### config.mk
export PLATFORM = sky130hd
export DESIGN_NAME = mem_stall_ctrl
export DESIGN_NICKNAME = d
export VERILOG_FILES = /design/src/rtl/mem_stall_ctrl.sv
export SDC_FILE = /design/constraint.sdc
export NUM_CORES = 1
export LEC_CHECK = 0
export BUFFER_PORTS_ARGS = -buffer_cell sky130_fd_sc_hd__buf_2
export CORE_MARGIN = 2
export CORE_UTILIZATION = 48
export DETAILED_ROUTE_END_ITERATION = 10
export PLACE_DENSITY_LB_ADDON = 0.25
export SYNTH_ARGS = -nofsm -noshare
export SYNTH_HDL_FRONTEND = slang
export SYNTH_SLANG_ARGS = --single-unit
### constraint.sdc
create_clock -name clk -period 3.1 [get_ports clk]
set_input_delay 0.31 -clock clk [delete_from_list [all_inputs] [get_ports clk]]
set_output_delay 0.31 -clock clk [all_outputs]
set_load 0.05 [all_outputs]
### src/rtl/mem_stall_ctrl.sv
// rtl/mem_stall_ctrl.sv - memory-stage stall controller for a multi-cycle data memory
// Optional timeout abort: define MEM_TIMEOUT_EN.
module mem_stall_ctrl #(
    parameter int TIMEOUT = 16,
    parameter int CNT_W   = 5
) (
    input  logic        clk,
    input  logic        rst,
    input  logic        XM_memRead,
    input  logic        XM_memWrite,
    input  logic [15:0] XM_aluOut,
    input  logic [15:0] XM_writeData,
    input  logic        XM_flush,
    input  logic        XM_halt,
    output logic        stall,
    output logic [15:0] readData,
    output logic        err,
    output logic        mem_req,
    output logic        mem_wr,
    output logic [15:0] mem_addr,
    output logic [15:0] mem_wdata,
    input  logic [15:0] mem_rdata,
    input  logic        mem_valid
);

    if (TIMEOUT < 2 || TIMEOUT > 31 || (32'd1 << CNT_W) <= 32'(TIMEOUT)) begin : g_bad_cfg
        $error("mem_stall_ctrl: TIMEOUT must be 2..31 and fit in CNT_W bits");
    end

    typedef enum logic [1:0] {
        ST_IDLE = 2'b00,
        ST_WAIT = 2'b01,
        ST_DONE = 2'b10
    } state_t;

    state_t      r_state;
    logic        r_wr;
    logic [15:0] r_read_data;
    logic [15:0] r_addr;
    logic [15:0] r_wdata;

    logic        w_req;
    logic        w_issue;
    logic        w_in_wait;

    assign w_req     = (XM_memRead | XM_memWrite) & ~XM_flush & ~XM_halt;
    assign w_issue   = (r_state == ST_IDLE) & w_req;
    assign w_in_wait = (r_state == ST_WAIT);

    // The issue cycle stalls combinationally so XM holds until the response.
    assign stall     = w_issue | w_in_wait;
    assign mem_req   = w_issue;
    assign mem_wr    = w_issue & XM_memWrite;
    assign readData  = r_read_data;
    assign mem_addr  = r_addr;
    assign mem_wdata = r_wdata;

`ifdef MEM_TIMEOUT_EN
    logic [CNT_W-1:0] r_cnt;
    logic             r_err;
    logic             w_timeout;

    assign w_timeout = w_in_wait & ~mem_valid & (r_cnt == CNT_W'(TIMEOUT - 1));
    assign err       = r_err;
`else
    assign err = 1'b0;
`endif

    always_ff @(posedge clk) begin
        if (rst) begin
            r_state     <= ST_IDLE;
            r_wr        <= 1'b0;
            r_read_data <= 16'h0000;
            r_addr      <= 16'h0000;
            r_wdata     <= 16'h0000;
`ifdef MEM_TIMEOUT_EN
            r_cnt       <= '0;
            r_err       <= 1'b0;
`endif
        end else begin
`ifdef MEM_TIMEOUT_EN
            r_err <= 1'b0;
`endif
            case (r_state)
                ST_IDLE: begin
                    if (w_req) begin
                        r_state <= ST_WAIT;
                        r_wr    <= XM_memWrite;
                        r_addr  <= XM_aluOut;
                        r_wdata <= XM_writeData;
`ifdef MEM_TIMEOUT_EN
                        r_cnt   <= '0;
`endif
                    end
                end
                ST_WAIT: begin
                    if (mem_valid) begin
                        if (!r_wr) begin
                            r_read_data <= mem_rdata;
                        end
                        r_state <= ST_DONE;
`ifdef MEM_TIMEOUT_EN
                    end else if (w_timeout) begin
                        r_err <= 1'b1;
                        if (!r_wr) begin
                            r_read_data <= 16'hFFFF;
                        end
                        r_state <= ST_DONE;
                    end else begin
                        r_cnt <= r_cnt + 1'b1;
`endif
                    end
                end
                // The XM request is still visible here; it is consumed, not reissued.
                ST_DONE: r_state <= ST_IDLE;
                default: r_state <= ST_IDLE;
            endcase
        end
    end

endmodule

==> results.yml <==
clocking:
  cts_buffers: 5
  clockBufferDepth: 2
  root_buffer: "clkbuf_8"
  path_clk_slew_ns: 0.08
  cts_tree: "built"
  insertion_delay_ns: 0.29
  post_cts_buffers: 0
  clkSinkCount: 51
  htreeDepth: 2
  hold_buffers: 0
  cts_resized: 0
worst_setup_path:
  path_max_fanout: 14
  cp.arrival_ns: 1.98
  critPathCaptureType: "output pin"
  required_ns: 2.79
  crit_type: "flip-flop to output pin"
  start_kind: "flip-flop"
floorplan:
  die_w_um: 69.1
  core-area_mm2: 0.00403
  dieArea_mm2: 0.00478
  rows: 23
  initial_core_util_pct: 50.5
  io_pins: 107
  die_h_um: 69.1
cells_and_area:
  diodes: 0
  area_delta_synth_final_pct: 29.0
  final_cell_area_mm2: 0.00262
  fin_cells: 378
  final_util_pct: 65.1
  drive_gt1_share_pct: 36.3
  nNetsFinal: 382
grt:
  grt_util_all_layers_pct: 20.0
  grt_pass1_wl_um: 7920
  grt_max_degree: 52
  grt_pass1_vias: 1779
  antenna_found_initial: 0
  gr-total-overflow: 0
timing:
  post-route-period-util_pct: 73.8
  max_slew_margin_pct: 38.7
  hold_viol: 0
  setup_viol: 0
  tns_ns: 0
  setup_ws_ns: 0.813
  slew_violations: 0
  rsz0062_at_grt: "false"
  worst_pin_slew_ns: 0.920
  fin_crit_ns: 2.29
  finClkSkew_ns: 0.00366
  fmax_mhz: 437
synthesis:
  synth_area_leaders: "dfxtp_1 50%, a21oi_1 12%, nand3b_1 12%, o21ai_1 8.4%, nand2_1 6.3%"
  yosysMostFrequentCell: "dfxtp_1"
  syn_area_mm2: 0.00203
  yosysUniqueCellTypes: 20
  synth_top_flop_cell: "dfxtp_1"
  yosysWarnings: 0
  syn_inst: 236
  synth_seq_cells: 51
  ys_top_cells_by_count: "51 x dfxtp_1, 50 x a21oi_1, 34 x nand2_1, 34 x o21ai_1, 32 x nand3b_1"
  syn_avg_cell_area_um2: 8.62
  synth-edff-count: 0
  synth_top_area_share_pct: 50.2
  yosysTopAreaCell: "dfxtp_1"
  async_flop_share_pct: 0
  seq_area_frac_synth_pct: 50.2
  syn-num-nets: 291
pwr:
  p_comb_share_pct: 18.0
  peakVddDrop_mv: 0.358
  seqPwrFrac_pct: 51.6
  power_density_mw_per_mm2: 510
  swShare_pct: 28.7
  leakage_nw: 1.15
  p_int_mw: 0.955
  p_sw_mw: 0.383
  clockPowerShare_pct: 30.4
route:
  ant_nets: 0
  drc_errors: 0
  drt-pass1-iter-count: 4
  drt_iter0_drc: 155
  viasPerCell: 5.14
  drt-total-wl_um: 4920
  vias: 1944
  wl_per_cell_um: 13.0
place:
  placed_area_mm2: 0.00252
  place_congestion: 0.716
  port-buffer-count: 105
  dpl.hpwl_um: 3350
  place_inst: 370
  pre_cts_slack_ns: 1.09
job:
  maxCapViolations: 0
run_status:
  status: "completed"
min_path:
  hold_path_class: "primary input to flip-flop"
[worst paths after layout]
path | start | to | slack [ns] | cells past startpoint
worst max-delay path | r_state[0] | mem_req | 0.81 | 4
worst min-delay path | mem_rdata[3] | readData[3] | 0.24 | 3
worst max register to register | r_state[0] | mem_wdata[0] | 1.30 | 4
worst min register to register | readData[0] | readData[0] | 0.45 | 2
[power groups by stage]
stage	logic, mW	clock network (mW)	registers, mW
finish	0.240	0.407	0.691
floorplan	0.0945	0	0.784
detailed placement	0.241	0	0.706
global placement	0.239	0	0.705
global route	0.257	0.444	0.694
CTS	0.241	0.417	0.691
[registers in the layout, summed over array words and instances, names as in the netlist]
| signal | cells |
|---|---|
| mem_wdata | 16 |
| readData | 16 |
| r_wr | 1 |
| r_state | 2 |
| mem_addr | 16 |
[kinds of logic (layout without fill, tap and decap cells)]
family	Yosys count	count (layout)	share of synthesized area [%]
AND/OR/NAND/NOR	74	74	22.0
other	1	1	0.184
AO/OA/AOI/OAI	84	84	20.7
buffers and inverters	26	118	7.01
flip-flops	51	51	50.2
[worst max-delay path, cell delays in order (launching register included)]
cell,delay (ns)
dfxtp_1,0.37
nor4_4,0.70
o21ai_1,0.24
inv_1,0.12
buf_2,0.26
[layer usage]
layer	global-route usage [%]	share of wire, %
met1	25.2	45
met2	32.2	45
met3	6.14	8.1
met4	7.41	1.7
met5	0	0
[cell type report]
| type | instances | area (um^2) |
|---|---|---|
| inverter | 2 | 7.51 |
| sequential | 51 | 1020 |
| fill | 362 | 1410 |
| timing repair buffer | 108 | 548 |
| multi-input combinational | 159 | 885 |
| tap | 50 | 62.6 |
| clock buffer | 8 | 100 |
[through the flow]
stage,hold slack [ns],total power [mW]
after detailed placement,0.445,0.947
after floorplan,0.446,0.879
after CTS,0.233,1.35
after global routing,0.232,1.39
final,0.242,1.34
after global placement,0.439,0.945
[placed cells by master, fill, tap and decap left out]
cell,synthesis,routed
a21oi_1,50,50
buf_2,6,105
buf_4,3,3
clkbuf_1,11,1
clkbuf_8,0,7
conb_1,1,1
dfxtp_1,51,51
inv_1,2,2
nand2_1,34,34
nand3b_1,32,32
nand4bb_1,1,1
nor2_4,0,1
nor3b_1,1,1
nor4_4,1,1
nor4bb_2,0,1
o21ai_1,34,34
or2_1,1,1
or2b_1,1,1
or4_4,1,1
Power figures use the tool's default switching activity.
